## src/rtl/rr_arbiter4_pkg.sv

```systemverilog
// Shared types and the round-robin winner search for rr_arbiter4.
package rr_arbiter4_pkg;

  localparam int unsigned NREQ = 4;

  typedef enum logic {
    IDLE,
    GRANT
  } state_t;

  // Result of an arbitration: whether anyone was requesting, and who won.
  typedef struct packed {
    logic       found;
    logic [1:0] idx;
  } pick_t;

  // Search ptr, ptr+1, ptr+2, ptr+3 (mod 4); the first valid requester wins.
  function automatic pick_t rr_pick(input logic [NREQ-1:0] valid,
                                    input logic [1:0]      ptr);
    pick_t      p;
    logic [1:0] cand;
    p = '0;
    for (int unsigned i = 0; i < NREQ; i++) begin
      cand = ptr + 2'(i);
      if (!p.found && valid[cand]) begin
        p.found = 1'b1;
        p.idx   = cand;
      end
    end
    return p;
  endfunction

endpackage

```

## src/rtl/rr_arbiter4_mux4.sv

```systemverilog
// Four-way payload multiplexer selected by an encoded index.
module mux4 #(
  parameter int WIDTH = 32
) (
  input  logic [WIDTH-1:0] d0,
  input  logic [WIDTH-1:0] d1,
  input  logic [WIDTH-1:0] d2,
  input  logic [WIDTH-1:0] d3,
  input  logic [1:0]       sel,
  output logic [WIDTH-1:0] y
);

  // Pure combinational select; no pipelining on the data path.
  always_comb begin
    y = d0;
    case (sel)
      2'd0: y = d0;
      2'd1: y = d1;
      2'd2: y = d2;
      2'd3: y = d3;
      default: y = d0;
    endcase
  end

endmodule

```

## src/rtl/rr_arbiter4.sv

```systemverilog
// Four-requester round-robin packet arbiter; a grant is held from the
// first beat of a packet through the beat flagged last.
module rr_arbiter4
  import rr_arbiter4_pkg::*;
#(
  parameter int WIDTH = 32
) (
  input  logic             clk,
  input  logic             reset,
  input  logic [3:0]       req_valid,
  input  logic [3:0]       req_last,
  input  logic [WIDTH-1:0] req_data0,
  input  logic [WIDTH-1:0] req_data1,
  input  logic [WIDTH-1:0] req_data2,
  input  logic [WIDTH-1:0] req_data3,
  output logic [3:0]       req_ready,
  output logic             out_valid,
  output logic             out_last,
  output logic [WIDTH-1:0] out_data,
  input  logic             out_ready,
  output logic [3:0]       gnt,
  output logic [1:0]       sel,
  output logic             busy
);

  state_t     state;
  logic [1:0] ptr;
  logic [1:0] next_ptr;
  pick_t      idle_pick;
  pick_t      rearb_pick;
  logic       last_accept;

  // Arbitration candidates: from ptr while idle, and from the rotated
  // pointer when the current packet ends this cycle.
  always_comb begin
    next_ptr    = sel + 2'd1;
    idle_pick   = rr_pick(req_valid, ptr);
    rearb_pick  = rr_pick(req_valid, next_ptr);
    last_accept = out_valid && out_ready && out_last;
  end

  // Grant-side outputs decode directly from sel while a packet is granted.
  always_comb begin
    gnt       = '0;
    req_ready = '0;
    out_valid = 1'b0;
    out_last  = 1'b0;
    busy      = 1'b0;
    if (state == GRANT) begin
      busy           = 1'b1;
      gnt[sel]       = 1'b1;
      req_ready[sel] = out_ready;
      out_valid      = req_valid[sel];
      out_last       = req_last[sel];
    end
  end

  // Control FSM: arbitrate from IDLE, hold grant through the packet, and
  // re-arbitrate on the last accepted beat so back-to-back packets have no bubble.
  always_ff @(posedge clk) begin
    if (reset) begin
      state <= IDLE;
      ptr   <= '0;
      sel   <= '0;
    end else begin
      case (state)
        IDLE: begin
          if (idle_pick.found) begin
            sel   <= idle_pick.idx;
            state <= GRANT;
          end
        end
        GRANT: begin
          if (last_accept) begin
            ptr <= next_ptr;
            if (rearb_pick.found) begin
              sel <= rearb_pick.idx;
            end else begin
              state <= IDLE;
            end
          end
        end
        default: state <= IDLE;
      endcase
    end
  end

  mux4 #(
    .WIDTH(WIDTH)
  ) u_mux (
    .d0 (req_data0),
    .d1 (req_data1),
    .d2 (req_data2),
    .d3 (req_data3),
    .sel(sel),
    .y  (out_data)
  );

endmodule
```

## config.mk

```make
export PLATFORM = sky130hd
export DESIGN_NAME = rr_arbiter4
export DESIGN_NICKNAME = d
export VERILOG_FILES = /design/src/rtl/rr_arbiter4_pkg.sv /design/src/rtl/rr_arbiter4_mux4.sv /design/src/rtl/rr_arbiter4.sv
export SDC_FILE = /design/constraint.sdc
export NUM_CORES = 1
export LEC_CHECK = 0
export ABC_AREA = 1
export CAP_MARGIN = 20
export CORE_UTILIZATION = 32
export DETAILED_ROUTE_END_ITERATION = 10
export PLACE_DENSITY = 0.95
export SLEW_MARGIN = 10
export SYNTH_ARGS = -nofsm -noshare
export SYNTH_HDL_FRONTEND = slang
export SYNTH_SLANG_ARGS = --single-unit
```

## constraint.sdc

```tcl
create_clock -name clk -period 4.75 [get_ports clk]
set_clock_uncertainty 0.1 [all_clocks]
set_input_delay 1.1875 -clock clk [delete_from_list [all_inputs] [get_ports clk]]
set_output_delay 1.1875 -clock clk [all_outputs]
set_load 0.005 [all_outputs]
```

# After elaboration in Yosys (flattened, before gate mapping)
# Cells that the tools add are included.
[classes]
add_sub_neg = 7
magnitude_cmp = 10
eq_ne = 6
mux = 44
bitwise = 2
n_reduce_logical = 18
[op_table]
columns = ["cell", "n"]
rows = [
  ["32-bit case mux with 4 select lines", 1],
  ["2-bit by 3-bit < comparator with 1-bit output (second input constant)", 9],
  ["3-bit 2-to-1 mux", 8],
  ["1-bit binary-select mux with 2-bit select", 10],
  ["1-bit 2-to-1 mux", 17],
  ["1-bit logical AND", 9],
  ["2-bit adder (second input constant)", 4],
  ["4-bit 2-to-1 mux", 2],
  ["2-bit by 1-bit adder with 2-bit output (second input constant)", 3],
  ["1-bit logical NOT", 6],
  ["2-bit 2-to-1 mux", 3],
  ["4-bit AND", 1],
  ["2-bit == test (second input constant)", 2],
  ["2-bit by 1-bit inequality test with 1-bit output (second input constant)", 2],
  ["2-bit case mux with 2 select lines", 1],
  ["3-bit AND reduction", 1],
  ["1-bit demux with 2-bit select", 1],
  ["2-bit by 1-bit == test with 1-bit output (second input constant)", 1],
  ["2-bit by 1-bit >= comparator with 1-bit output (second input constant)", 1],
  ["2-bit logical NOT", 1],
  ["2-bit inequality test (second input constant)", 1],
  ["1-bit case mux with 2 select lines", 1],
  ["2-bit AND reduction", 1],
  ["1-bit NOT", 1],
]
[word_totals]
reg_bits = 5
in_bits = 139

# Longest topological paths before layout
[depth]
word_depth = 16
ltp_mapped = 16
depth_no_buf = 15

# By module
# From an unflattened synthesis, not the netlist that was laid out.
[unflattened]
hier_cells = 354
area_unflattened_um2 = 1974.4
[by_module_without_submodules]
columns = ["mod", "n_inst", "cells_each", "area_per_inst_um2", "seq_area_each_um2"]
rows = [
  ["mux4", 1, 186, 1078.5, 0.0],
  ["rr_arbiter4", 1, 168, 895.9, 100.1],
]

# Worst setup path after synthesis
# Ideal clock, no wire load.
[synth_timing]
kind = "in2out"
start = "input req_valid[2]"
end = "output out_valid"
t_arrival_ps = 1653
required_time_ps = 3463
setup_slack_ps = 1809
cell_stages = 6
path_cell_list = "inv_1 nand2_1 nand2_1 nand2_1 o211ai_2 inv_1"
[synth_via]
elab_chain_len = 3
[synth_rtl]
columns = ["element", "line", "rtl"]
rows = [
  ["start: declaration", "rr_arbiter4.sv:10", "input logic [3:0] req_valid,"],
  ["1-bit binary-select mux with 2-bit select", "rr_arbiter4.sv:53", "out_valid = req_valid[sel];"],
  ["1-bit 2-to-1 mux (not written as such)", "rr_arbiter4.sv:53", ""],
  ["1-bit 2-to-1 mux", "rr_arbiter4.sv:49", "if (state == GRANT) begin"],
  ["end: declaration", "rr_arbiter4.sv:17", "output logic out_valid,"],
]
# No other way between the ends. The select of a mux whose other input is x is not followed.

# Worst setup path in the final report
# Same ends and word-level chain as after synthesis.

==> metrics.md <==
| Metric | Value |
|---|---|
| Critical Path RT | roughly 3500 ps |
| Crit path to | out_valid |
| Design Power | 873.4 µW |
| Tcrit/Tclk final | between 80% and 90% |
| Metal3 WL | 1007 µm |
| Detail Placement HPWL | 7038 µm |
| Starting Density | between 30 and 40% |
| CTS tree | yes |
| Cells after Synth | approximately 320 |
| Status | finished, final reports clean |
| Max FO, Critical Path | 6 |
| Row count | 26 |
| Clk sinks | 5 |
| Max-Cap Viols | 0 |
| Synth async-reset ratio | 0% |
| CORE AREA | between 5000 and 6000 µm² |
| Leakage | about 1.5 nW |
| DR vias | between 2000 and 3000 |
| Vias in the first global route | around 2400 |
| Critical Path Sink Type | output pin |
| CP Data Arrival Time | 2760 ps |
| Post-CTS setup buffers | 0 |
| Yosys top cell area share | between 20% and 30% |
| First-pass GRT wire length | around 12000 µm |
| DIE WIDTH | between 70 and 80 µm |
| Rel. slew slack | 66.01% |
| Top_reg_cell synth | dfxtp_1 |
| Post-synth EDFFs | 0 |
| Area of the mapped netlist | roughly 1700 µm² |
| Slew @ Worst Pin | 509.8 ps |
| CTS Buf Count | 3 |
| Diodes inserted | 0 |
| Sequential area share after synthesis | slightly below 6% |
| Nets@finish | roughly 630 |
| CTS resizes | 0 |
| Peak supply drop | a little under 200 µV |
| RSZ-0062 raised after global routing | false |
| Place WS | a little over 700 ps |
| Crit path time final | around 4000 ps |
| R2r endpoint | sel[0] |
| WL/cell | 15.27 µm |
| Worst hold path type | flop to flop |
| FF/Latch Area | between 100 and 150 µm² |
| Most frequent cell after synthesis | nand2_1 |
| Port Buffers | 183 |
| DRT Wirelength | around 8500 µm |
| Max-slew violations | 0 |
| Startpoint types | primary input |
| Unique cell type count in the Yosys netlist | 23 |
| GRT Util Overall | 26.77% |
| Maximum root-to-sink buffer count | 2 |
| Fin worst setup slack | around 700 ps |
| Antenna violations before repair | 1 |
| Ports | 184 |
| Wire length on met1 | 3329 µm |
| CP Class | primary input to output pin |
| Synthesized Nets | between 400 and 500 |
| Area growth syn-to-layout | 110.6% |
| Layout cell share with drive strength beyond 1 | around 7.4% |
| DRT iter0 DRCs | 96 |
| WHS | 488.3 ps |
| Initial DRT Pass Iterations | 4 |
| Area taken by multi-input logic gates | between 1000 and 1500 µm² |
| Fillers | 450 |
| Synthesis warning total | 0 |
| R2R depth | 16 |
| Synth area leaders | nand2_1, a22o_1, o21ai_0, a21oi_1, dfxtp_1 |
| CP Launch Point | req_valid[2] |
| Met2 Wirelength | 3894 µm |
| Clock latency on the worst-skew pair | about 220 ps |
| Die ar. | 5709 µm² |
| Setup_tns | 0 ps |
| DR vias/cell | just over 5 |
| Clock slew at reported path FFs | 40 ps |
| Die Span Y | 75.56 µm |
| Hold buffer count at cts | 0 |
| Final Wtd Congestion | 0.9154 |
| Syn_area_per_cell | around 5.5 µm² |
| Yosys top cell by area | nand2_1 |
| Final setup vio count | 0 |
| Pwr dens | ~240 nW/µm² |
| Synth Register Bits | 5 |
| Synth cell count leaders | nand2_1, o21ai_0, a21oi_1 |
| Fmax achieved | 0.2470 GHz |
| Pin count of the biggest net entering global routing | 43 |
| Grt ovf | 0 |
| Worst reg2reg path startpoint | sel[0] |
| H-tree Lvls | 1 |
| DRC errors left | 0 |
| Top layer in use | met5 |
| Flop2flop setup slack | around 2300 ps |
| Final hold vios | 0 |
| Clock root cell | clkbuf_8 |
| Post-Route Utilization | 70.51% |
| Post-route ant nets | 0 |
[logic make-up (layout without fill, tap and decap cells)]
| group | after synthesis | in the layout | share of synthesized area (%) |
|---|---|---|---|
| and+or+nand+nor | 148 | 148 | 38.29 |
| buffers and inverters | 44 | 214 | 11.27 |
| adders and majority gates | 5 | 5 | 3.613 |
| AOI/OAI and AO/OA | 115 | 115 | 41.04 |
| DFF | 5 | 5 | 5.781 |
[where the power goes]
group          switching (mW)  internal [mW]  total [mW]
registers              0.0134         0.0473      0.0607
logic                   0.341          0.391       0.732
clock network          0.0230         0.0578      0.0808
[layout make-up]
class	instances	share of cell area, %
clock buffers	4	1.235
inverters	21	2.161
multi-input cells	268	39.45
flip-flops and latches	5	2.744
well taps	70	2.401
repair buffers	189	52.01
[flip-flops by register name, summed over array words and instances (netlist names)]
| name | count |
|---|---|
| ptr | 2 |
| sel | 2 |
| state | 1 |
[per-layer routing]
metal	GRT usage, %	up-vias
met5	0	-
met4	7.407	2
met3	10.71	26
met2	45.24	154
met1	31.38	1271
li1	-	1425
[worst max-delay path, stage by stage]
cell and delay (ps):
clkdlybuf4s50_1 510, inv_1 120, nand2_1 90, nand2_1 90, nand2_1 90, o211ai_2 70, inv_1 100, clkdlybuf4s50_1 510
[how the worst min path moves through the flow]
| stage | to | from | cells after the start | slack, ps |
|---|---|---|---|---|
| floorplan | ptr[1] | ptr[1] | 2 | 420 |
| global placement | ptr[1] | ptr[1] | 2 | 470 |
| detailed placement | ptr[1] | ptr[1] | 2 | 480 |
| CTS | ptr[1] | ptr[1] | 2 | 490 |
| global route | ptr[1] | ptr[1] | 2 | 520 |
| finish | ptr[1] | ptr[1] | 2 | 490 |
[cells in the final DEF, fill, tap and decap left out, types with 3 or more instances in the layout]
| cell | instances |
|---|---|
| nor2_1 | 12 |
| a22o_1 | 32 |
| o21ai_0 | 39 |
| nand2_1 | 100 |
| dfxtp_1 | 5 |
| nand4_1 | 5 |
| inv_2 | 4 |
| clkbuf_8 | 3 |
| nand3_1 | 10 |
| inv_1 | 17 |
| clkdlybuf4s50_1 | 183 |
| buf_4 | 5 |
| ha_1 | 4 |
| nand2_2 | 12 |
| o21ai_1 | 6 |
| a21oi_1 | 35 |
[metrics by stage]
step                cells  instance area [µm²]
floorplan             317                 1732
global placement      552                 3575
detailed placement    552                 3575
CTS                   556                 3620
global route          557                 3647
finish                557                 3647
Note: power is estimated with default switching activity, not from simulation.
